===== src/rtl/bcd_xs3_codec.sv =====
// bcd_xs3_codec: per-digit BCD <-> Excess-3 converter, one digit per cycle, valid/ready handshake
module bcd_xs3_codec #(
  parameter int DIGITS = 4
) (
  input  logic                clk,
  input  logic                rst,
  input  logic                in_valid,
  output logic                in_ready,
  input  logic                mode,
  input  logic [4*DIGITS-1:0] din,
  output logic                out_valid,
  input  logic                out_ready,
  output logic [4*DIGITS-1:0] dout,
  output logic [DIGITS-1:0]   err_mask,
  output logic                err
);
  localparam int CW = DIGITS > 1 ? $clog2(DIGITS) : 1;
  typedef enum logic [1:0] {IDLE, CONV, DONE} state_t;
  state_t              state;
  logic [CW-1:0]       cnt;
  logic [4*DIGITS-1:0] src, res, res_n;
  logic [DIGITS-1:0]   emask, emask_n;
  logic                mode_r, bad, last;
  logic [3:0]          cur, val;
  assign in_ready  = state == IDLE;
  assign out_valid = state == DONE;
  assign last      = cnt == CW'(DIGITS - 1);
  // convert the digit selected by the counter and merge it into the partial result
  always_comb begin
    cur = '0;
    res_n = res;
    emask_n = emask;
    for (int i = 0; i < DIGITS; i++) if (cnt == CW'(i)) cur = src[4*i +: 4];
    bad = mode_r ? (cur < 4'd3 || cur > 4'd12) : cur > 4'd9;
    val = bad ? 4'h0 : mode_r ? cur - 4'd3 : cur + 4'd3;
    for (int i = 0; i < DIGITS; i++) if (cnt == CW'(i)) begin
      res_n[4*i +: 4] = val;
      emask_n[i] = bad;
    end
  end
  // control FSM; outputs change only on the final conversion step
  always_ff @(posedge clk) begin
    if (rst) begin
      state <= IDLE;
      cnt <= '0;
      src <= '0;
      res <= '0;
      emask <= '0;
      mode_r <= 1'b0;
      dout <= '0;
      err_mask <= '0;
      err <= 1'b0;
    end else case (state)
      IDLE: if (in_valid) begin
        src <= din;
        mode_r <= mode;
        cnt <= '0;
        res <= '0;
        emask <= '0;
        state <= CONV;
      end
      CONV: begin
        res <= res_n;
        emask <= emask_n;
        cnt <= cnt + CW'(1);
        if (last) begin
          dout <= res_n;
          err_mask <= emask_n;
          err <= |emask_n;
          state <= DONE;
        end
      end
      DONE: if (out_ready) state <= IDLE;
      default: state <= IDLE;
    endcase
  end
endmodule


===== config.mk =====
export PLATFORM = sky130hd
export DESIGN_NAME = bcd_xs3_codec
export DESIGN_NICKNAME = d
export VERILOG_FILES = /design/src/rtl/bcd_xs3_codec.sv
export SDC_FILE = /design/constraint.sdc
export NUM_CORES = 1
export LEC_CHECK = 0
export CAP_MARGIN = 20
export CORE_ASPECT_RATIO = 0.9
export CORE_MARGIN = 5
export CORE_UTILIZATION = 47
export DETAILED_ROUTE_END_ITERATION = 16
export PLACE_DENSITY_LB_ADDON = 0.25
export SYNTH_ARGS = -nofsm -noshare
export SYNTH_HDL_FRONTEND = slang
export SYNTH_SLANG_ARGS = --single-unit

===== constraint.sdc =====
create_clock -name clk -period 2.79 [get_ports clk]
set_clock_uncertainty 0.15 [all_clocks]
set_input_delay 0.558 -clock clk [delete_from_list [all_inputs] [get_ports clk]]
set_output_delay 0.558 -clock clk [all_outputs]
set_load 0.01 [all_outputs]

==> impl_metrics.json, run 1 <==
{
  "status": "completed",
  "gr-total-overflow": 0,
  "dieArea_um2": 7330,
  "dp_cells": 430,
  "areaGrowthSynthToFinish_pct": 29.9,
  "p_leak_nw": 1.28,
  "drt_first_pass_iters": 4,
  "grt_pass1_wl_mm": 11.1,
  "synth_cells": 329,
  "final_common_cell": "nand2_1",
  "via_count": 2528,
  "finalSetupViolCount": 0,
  "finalSetupTns_ps": 0,
  "synth_fp_nets": 355,
  "synth_top_family_by_area": "compound AO/OA/AOI/OAI gates",
  "antenna_found_initial": 0,
  "finalCritPeriodShare_pct": 93.9,
  "max_clock_freq_mhz": 382,
  "die_width_um": 89.7,
  "dr.first_iter.drc_count": 152,
  "ys_async_sr_fraction_pct": 0,
  "final_util_pct": 62.0,
  "drive_gt1_share_pct": 14.1,
  "finalPower_w": 0.00208,
  "worst_slew_pin_slew_ps": 670,
  "syn_avg_cell_area_um2": 8.17,
  "ctsRootBufferMaster": "clkbuf_8",
  "antennaDiodeCount": 0,
  "finalHoldViolCount": 0,
  "route.detailed.wl_per_inst_um": 14.6,
  "fp-row-count": 26,
  "first_global_vias": 2380,
  "seq_area_frac_synth_pct": 42.5,
  "synth_top_area_share_pct": 42.5,
  "top_usage_layer": "met2",
  "synthXorXnorAreaFrac_pct": 0,
  "vias_per_cell": 5.66,
  "clkSlewWorstSetupHoldPaths_ps": 60,
  "slew_violations": 0,
  "postCtsHoldBufs": 0,
  "arrival_ps": 2700,
  "synth_warnings": 0,
  "crit_type": "reg -> reg",
  "ir_drop_v": 0.000430,
  "whs_ps": 303,
  "final_cells": 447,
  "ys_types": 47,
  "final_net_count": 398,
  "synthMuxAreaShare_pct": 1.12,
  "final_cell_mix": "nand2_1 (58), dfxtp_1 (57), clkdlybuf4s50_1 (43)",
  "max_cap_viol_count": 0,
  "track_usage_pct": 18.7,
  "portBuffers": 43,
  "ios": 44,
  "drc_errors": 0,
  "antenna_left": 0,
  "dp_hpwl_mm": 4.66,
  "fin_crit_ps": 2620,
  "start_util_pct": 47.8,
  "grt_max_degree": 39,
  "relSlewSlack_pct": 54.9,
  "p_per_area_nw_per_um2": 596,
  "routed_wl_mm": 6.55,
  "crit_required_ps": 2870,
  "hold_class": "reg -> reg",
  "core_um2": 5630,
  "synth_edf_count": 0,
  "ys_ff_latch": 57,
  "h-tree-depth": 3,
  "die_y_um": 81.7,
  "yosys.area.top_type": "dfxtp_1",
  "synth_ff_type": "dfxtp_1",
  "cp_max_fo": 9,
  "met2_usage_pct": 29.9,
  "clockBufferDepth": 2,
  "use_met1_pct": 24.4,
  "yosys.area_share.simple_pct": 20.4,
  "cts.sinks": 57,
  "syn_area_um2": 2690,
  "synth-compound-area-share_pct": 26.9,
  "cts_buffers": 9,
  "startpoint_type": "register",
  "met3_usage_pct": 6.04,
  "synthAdderAreaFrac_pct": 2.75,
  "clock_latency_ps": 330,
  "gp_congestion": 0.837,
  "yosys-top-cells-area": "dfxtp_1 (42%), nand2_1 (8.1%), a21oi_1 (7.4%)",
  "timing.critical_path.to_type": "register",
  "cts_tree": "done"
}
[per-stage QoR]
| step | worst slack, ps | cell area, µm² |
|---|---|---|
| 4_1_cts | 91.7 | 3450 |
| 3_5_place_dp | 86.1 | 3200 |
| 5_1_grt | -7.89 | 3490 |
| 3_3_place_gp | 234 | 3200 |
| 2_1_floorplan | 109 | 2690 |
| 6_report | 169 | 3490 |
[kinds of logic after synthesis]
| logic type | Yosys count |
|---|---|
| adder cells (fa/ha/maj) | 6 |
| AO/OA/AOI/OAI | 113 |
| multiplexers | 3 |
| flip-flops | 57 |
| AND/OR/NAND/NOR | 110 |
| buffers and inverters | 40 |
[final timing paths]
path / endpoint / slack (ps) / cells past startpoint / startpoint
hold reg to reg: dout[14] / 300 / 2 / dout[14]
setup / recovery: dout[7] / 170 / 9 / cnt[0]
hold / removal: dout[14] / 300 / 2 / dout[14]
setup reg to reg: dout[7] / 170 / 9 / cnt[0]
[state kept, by name, summed over array words and instances, names as in the netlist]
signal	count
res	12
mode_r	1
err	1
src	16
state	2
cnt	2
dout	16
err_mask	4
emask	3
[power by group]
part	internal, W	switching, W
clock	0.000616	0.000324
sequential	0.000839	0.0000194
combinational	0.000116	0.000168
[layout make-up]
cell class	count	area [µm²]
tap	70	87.6
timing repair buffer	61	566
clock inverter	5	103
inverter	11	41.3
multi-input combinational	232	1410
clock buffer	11	141
sequential	57	1140
fill	499	2140
[cell usage after synthesis, drive strengths merged, types with 4 or more instances]
cell / count
a31oi: 5
o32ai: 4
ha: 5
nor2: 11
clkbuf: 20
nand3: 13
inv: 11
a21oi: 41
nor3b: 5
and2: 4
nand2: 58
o21ai: 27
buf: 9
nand3b: 4
o31ai: 5
o211ai: 5
dfxtp: 57
[critical path, stage by stage, from the launching register on]
cell      delay, ps
dfxtp_1         370
inv_1           100
ha_1            300
nor3b_1         180
a221o_1         280
buf_4           160
or3_1           380
a21oi_2         190
o32ai_2         120
a221oi_1        280
[what timing repair did]
action	CTS	global route
buffers inserted	0	1
gates resized for setup	0	10
setup endpoints to repair	0	20
[per-layer routing]
metal,up-vias,routed length [µm]
met5,-,0
li1,1271,-
met4,0,76
met2,66,2960
met1,1183,3140
met3,8,369
Power figures use the tool's default switching activity.
==> run 2, diff against run 1 <==
--- a/config.mk
+++ b/config.mk
@@ -8,7 +8,7 @@
 export CAP_MARGIN = 20
 export CORE_ASPECT_RATIO = 0.9
 export CORE_MARGIN = 5
-export CORE_UTILIZATION = 47
+export CORE_UTILIZATION = 57
 export DETAILED_ROUTE_END_ITERATION = 16
 export PLACE_DENSITY_LB_ADDON = 0.25
 export SYNTH_ARGS = -nofsm -noshare
==> constraint.sdc (replaced) <==
create_clock -name clk -period 3.17 [get_ports clk]
set_clock_uncertainty 0.15 [all_clocks]
set_input_delay 0.634 -clock clk [delete_from_list [all_inputs] [get_ports clk]]
set_output_delay 0.634 -clock clk [all_outputs]
set_load 0.01 [all_outputs]
==> run 2 against run 1 <==
Effect of this change:
- first-iteration DRC count grew 81%
- final area shrank 4.4%
- routed wire length grew 0.78%
- setup slack gained 84 ps
- critical path depth grew 1
- die area shrank 16%
- sequential share of layout area grew 1.5 points
- flip-flop and latch count is the same
- clock power shrank 30%
- sequential power shrank 12%
- maximum frequency shrank 10%
- via count grew 1.3%
- largest power group is now registers
==> impl_metrics.json, run 2 (synthesis gave the netlist of run 1 again) <==
{
  "status": "completed",
  "clock_latency_ps": 340,
  "post_cts_buffers": 0,
  "die_width_um": 82.4,
  "fp-row-count": 23,
  "drc_errors": 0,
  "finalCritPeriodShare_pct": 92.0,
  "ios": 44,
  "max_cap_viol_count": 0,
  "grt_pass1_wl_mm": 10.7,
  "gp_congestion": 0.914,
  "cts_tree": "done",
  "crit_required_ps": 3250,
  "antennaDiodeCount": 0,
  "min_from": "src[1]",
  "drive_gt1_share_pct": 9.73,
  "vias_per_cell": 5.93,
  "finalSetupViolCount": 0,
  "via_count": 2562,
  "finalSetupTns_ps": 0,
  "worst_slew_pin_slew_ps": 643,
  "p_leak_nw": 1.21,
  "areaGrowthSynthToFinish_pct": 24.2,
  "worst_r2r_endpoint": "dout[2]",
  "slew_violations": 0,
  "crit_end": "dout[2]",
  "antenna_found_initial": 0,
  "cp_slowest_cell": "dfxtp_1",
  "dpl_worst_slack_ps": 197,
  "fin_crit_ps": 2920,
  "final_common_cell": "nand2_1",
  "first_global_vias": 2313,
  "final_cell_mix": "nand2_1 (58), dfxtp_1 (57), clkdlybuf4s50_1 (43)",
  "dieArea_um2": 6190,
  "drt_first_pass_iters": 4,
  "r2r_start": "cnt[1]",
  "core_um2": 4520,
  "relSlewSlack_pct": 56.7,
  "clkSlewWorstSetupHoldPaths_ps": 60,
  "cts.sinks": 57,
  "top_regs": "dout x16, src x16, res x12",
  "arrival_ps": 3000,
  "track_usage_pct": 22.8,
  "critPathLaunch": "cnt[1]",
  "final_net_count": 391,
  "p_per_area_nw_per_um2": 493,
  "ctsRootBufferMaster": "clkbuf_8",
  "routed_wl_mm": 6.60,
  "rsz0062_at_grt": "false",
  "hold_class": "reg -> reg",
  "max_clock_freq_mhz": 343,
  "crit_type": "reg -> reg",
  "route.detailed.wl_per_inst_um": 15.3,
  "cts_buffers": 9,
  "startpoint_type": "register",
  "h-tree-depth": 3,
  "reg2reg_slack_ps": 250,
  "finalHoldViolCount": 0,
  "ir_drop_v": 0.000399,
  "cpPeakStageDelay_ps": 380,
  "layout_setup_ws_ps": 253,
  "clockBufferDepth": 2,
  "start_util_pct": 59.5,
  "die_y_um": 75.1,
  "grt_max_degree": 39,
  "dp_hpwl_mm": 4.68,
  "cp_cell_sequence": "inv_1 > ha_1 > a211oi_1 > a221o_1 > inv_1 > ha_1 > o31a_1 > o21ai_0 > o21ai_1 > o41ai_1",
  "worst_r2r_path_depth": 10,
  "cp_max_fo": 9,
  "portBuffers": 43,
  "gr-total-overflow": 0,
  "dr.first_iter.drc_count": 275,
  "timing.critical_path.to_type": "register",
  "antenna_left": 0
}
-- run 2: how the worst min path moves through the flow --
stage | slack [ps] | cells past startpoint | end
after floorplan | 290 | 2 | res[10]
after global placement | 290 | 2 | err_mask[2]
after detailed placement | 300 | 2 | err_mask[2]
after CTS | 310 | 2 | src[1]
after global routing | 320 | 2 | src[1]
final | 310 | 2 | src[1]
-- run 2: metal layers --
layer  GRT usage (%)  share of wire, %  wire length [µm]  up-vias
met4            9.41               1.2                78        0
met3            6.46               9.9               650       11
met5               0                 0                 0        -
li1                -                 -                 -     1258
met1            30.6                43              2840     1178
met2            34.3                46              3030      115
-- run 2: power breakdown --
group,switching [W],internal (W),leakage (nW)
Sequential,0.0000161,0.000738,0.463
Combinational,0.000145,0.0000901,0.652
Clock,0.000274,0.000382,0.0974
-- run 2: repair_timing --
| item | 4_1_cts | 5_1_grt |
|---|---|---|
| hold endpoints to repair | 0 | 0 |
| resized for setup | 0 | 1 |
| hold buffers | 0 | 0 |
| setup endpoints to repair | 0 | 6 |
-- run 2: per-stage QoR --
stage	hold slack (ps)	util [%]	area [µm²]	power (W)	std cells
after global placement	292	69.7	3150	0.000996	416
after CTS	306	73.9	3340	0.00165	432
after floorplan	286	-	2690	0.000925	329
after global routing	322	73.9	3340	0.00171	432
after detailed placement	299	69.7	3150	0.00100	416
final	305	73.9	3340	0.00165	432
-- run 2: final cells by class --
cell class | count | area (µm²)
Sequential cell | 57 | 1140
Inverter | 11 | 41.3
Fill cell | 340 | 1180
Clock inverter | 3 | 40.0
Timing Repair Buffer | 54 | 513
Tap cell | 62 | 77.6
Multi-Input combinational cell | 232 | 1380
Clock buffer | 13 | 149
-- run 2: worst max-delay path, delay by kind of cell (launching register included) --
family                     cells  cell delay (ps)
AOI/OAI and AO/OA              6             1530
adders and majority gates      2              530
DFF                            1              380
buffers and inverters          2              220
==> run 3, diff against run 2 <==
--- a/config.mk
+++ b/config.mk
@@ -5,6 +5,7 @@
 export SDC_FILE = /design/constraint.sdc
 export NUM_CORES = 1
 export LEC_CHECK = 0
+export ABC_AREA = 1
 export CAP_MARGIN = 20
 export CORE_ASPECT_RATIO = 0.9
 export CORE_MARGIN = 5
==> run 3 against run 2 <==
Effect of this change:
- critical path depth is 7 higher
- routed wire length about the same
- sequential power up 3.4%
- sequential share of layout area fell by 0.67 points
- clock power grew 6.2%
- synthesized area up 3.7%
- cell count rose by 17%
- global-route usage shrank 0.72 points
- critical path type unchanged
- largest cell class unchanged
- largest power group unchanged
==> impl_metrics.json, run 3 <==
{
  "status": "completed",
  "final_net_count": 464,
  "vias_per_cell": 5.15,
  "cp_slowest_cell": "ha_1",
  "clkSlewWorstSetupHoldPaths_ps": 60,
  "postCtsHoldBufs": 0,
  "p_per_area_nw_per_um2": 527,
  "dr.first_iter.drc_count": 173,
  "ctsRootBufferMaster": "clkbuf_8",
  "syn_area_um2": 2790,
  "cts_buffers": 9,
  "post_cts_resized": 0,
  "post_cts_buffers": 0,
  "ys_async_sr_fraction_pct": 0,
  "ys_ff_latch": 58,
  "cp_cell_sequence": "inv_1 > ha_1 > inv_2 > nand2_1 > nand3_2 > a21oi_4 > ha_1 > nor2_1 > nand3_1 > nand2_1 > nor2_2 > buf_4 > nand2_1 > o21ai_1 > nand2_1 > nor2_1 > nor2_1",
  "arrival_ps": 2870,
  "dp_cells": 492,
  "gp_congestion": 0.895,
  "max_cap_viol_count": 0,
  "finalCritPeriodShare_pct": 88.1,
  "antenna_found_initial": 0,
  "fin_crit_ps": 2790,
  "start_util_pct": 58.0,
  "placed_cell_area_um2": 3260,
  "cpMostUsedCell": "nand2_1",
  "startpoint_type": "register",
  "track_usage_pct": 22.1,
  "yosys.area.top_type": "dfxtp_1",
  "areaGrowthSynthToFinish_pct": 24.3,
  "cts_tree": "done",
  "top_regs": "dout x16, src x16, res x12",
  "synth_warnings": 0,
  "finalHoldViolCount": 0,
  "die_width_um": 83.7,
  "slew_violations": 0,
  "via_count": 2609,
  "grt_max_degree": 34,
  "cp_max_fo": 13,
  "final_common_cell": "nand2_1",
  "relSlewSlack_pct": 68.6,
  "drc_errors": 0,
  "ir_drop_v": 0.000352,
  "die_y_um": 76.3,
  "yosysMostFrequentCell": "nand2_1",
  "finalSetupTns_ps": 0,
  "synth_fp_nets": 422,
  "h-tree-depth": 3,
  "clock_latency_ps": 330,
  "worst_slew_pin_slew_ps": 466,
  "routed_wl_mm": 6.59,
  "route.detailed.wl_per_inst_um": 13.0,
  "dp_hpwl_mm": 4.77,
  "final_area_um2": 3460,
  "crit_type": "reg -> reg",
  "gr-total-overflow": 0,
  "path_delay_family": "simple AND/OR/NAND/NOR gates",
  "drt_first_pass_iters": 5,
  "timing.critical_path.to_type": "register",
  "ys_types": 29,
  "yosys-top-cells-area": "dfxtp_1 (42%), nand2_1 (14%), nor2_1 (6.6%)",
  "dieArea_um2": 6390,
  "synth_top_area_share_pct": 41.7,
  "cts.sinks": 58,
  "portBuffers": 43,
  "final_cells": 507,
  "hold_class": "reg -> reg",
  "core_um2": 4800,
  "p_leak_nw": 1.51,
  "synth_edf_count": 0,
  "synth_ff_type": "dfxtp_1",
  "final_util_pct": 72.1,
  "cpPeakStageDelay_ps": 440,
  "finalSetupViolCount": 0,
  "syn_avg_cell_area_um2": 7.04,
  "clockBufferDepth": 2,
  "critPathBufInv": 3,
  "rsz0062_at_grt": "false",
  "antennaDiodeCount": 0,
  "final_cell_mix": "nand2_1 (101), dfxtp_1 (58), nor2_1 (48)",
  "ys_top_cells_by_count": "nand2_1 (101), dfxtp_1 (58), nor2_1 (49)",
  "first_global_vias": 2580,
  "fp-row-count": 24,
  "drive_gt1_share_pct": 12.7,
  "synth_cells": 396,
  "antenna_left": 0,
  "max_clock_freq_mhz": 358,
  "grt_pass1_wl_mm": 11.5,
  "ios": 44,
  "crit_required_ps": 3250,
  "seq_area_frac_synth_pct": 41.7
}
-- run 3: changes by cell type in the layout (fill, tap and decap cells not counted), sizes merged, moves of 6 or more --
cell,before,now
o21a,2,9
a21oi,41,35
nand3,13,23
nand2,58,107
nor2,11,51
or2,0,11
inv,11,37
-- run 3: path summary, 6_finish.rpt --
| path | from | endpoint | slack [ps] | cells after the start |
|---|---|---|---|---|
| worst min-delay path | src[6] | src[6] | 310 | 2 |
| worst min register to register | src[6] | src[6] | 310 | 2 |
| worst max-delay path | cnt[1] | err | 380 | 17 |
| worst max register to register | cnt[1] | err | 380 | 17 |
-- run 3: power breakdown --
group          total [W]  switching, W  internal (W)  leakage (nW)
sequential      0.000781     0.0000194      0.000761         0.472
clock           0.000698      0.000276      0.000422         0.106
combinational   0.000346      0.000217      0.000129         0.932
total            0.00182      0.000513       0.00131          1.51
-- run 3: logic make-up after synthesis --
logic type	synth area share, %
adder cells (fa/ha/maj)	2.25
buffers and inverters	8.94
flip-flops	41.7
AND/OR/NAND/NOR	30.2
AO/OA/AOI/OAI	16.9
-- run 3: stage by stage --
stage / hold WS [ps] / total power (W) / setup slack [ps]
global route: 321 / 0.00192 / 8.61
finish: 313 / 0.00182 / 378
floorplan: 280 / 0.00104 / 843
detailed placement: 306 / 0.00114 / 374
CTS: 315 / 0.00183 / 346
global placement: 297 / 0.00112 / 505
-- run 3: metal layers --
metal	track usage, %	part of all wire, %	wire, µm	vias up
met2	35.3	46	3020	72
met3	6.49	7.1	466	13
met1	28.2	45	3000	1178
li1	-	-	-	1346
met4	8.04	1.6	108	0
met5	0	0	0	-
-- run 3: cell type report --
cell class                      instances  area, µm²
Inverter                               37        139
Tap cell                               65       81.3
Sequential cell                        58       1160
Clock buffer                           13        169
Multi-Input combinational cell        280       1380
Fill cell                             406       1340
Timing Repair Buffer                   52        498
Clock inverter                          2       35.0
-- run 3: worst reg2reg max path, cell delays in order (launching register included) --
cell and delay, ps:
dfxtp_1 340, inv_1 90, ha_1 440, inv_2 120, nand2_1 100, nand3_2 90, a21oi_4 180, ha_1 200
nor2_1 70, nand3_1 80, nand2_1 80, nor2_2 100, buf_4 190, nand2_1 90, o21ai_1 100, nand2_1 90
nor2_1 120, nor2_1 50
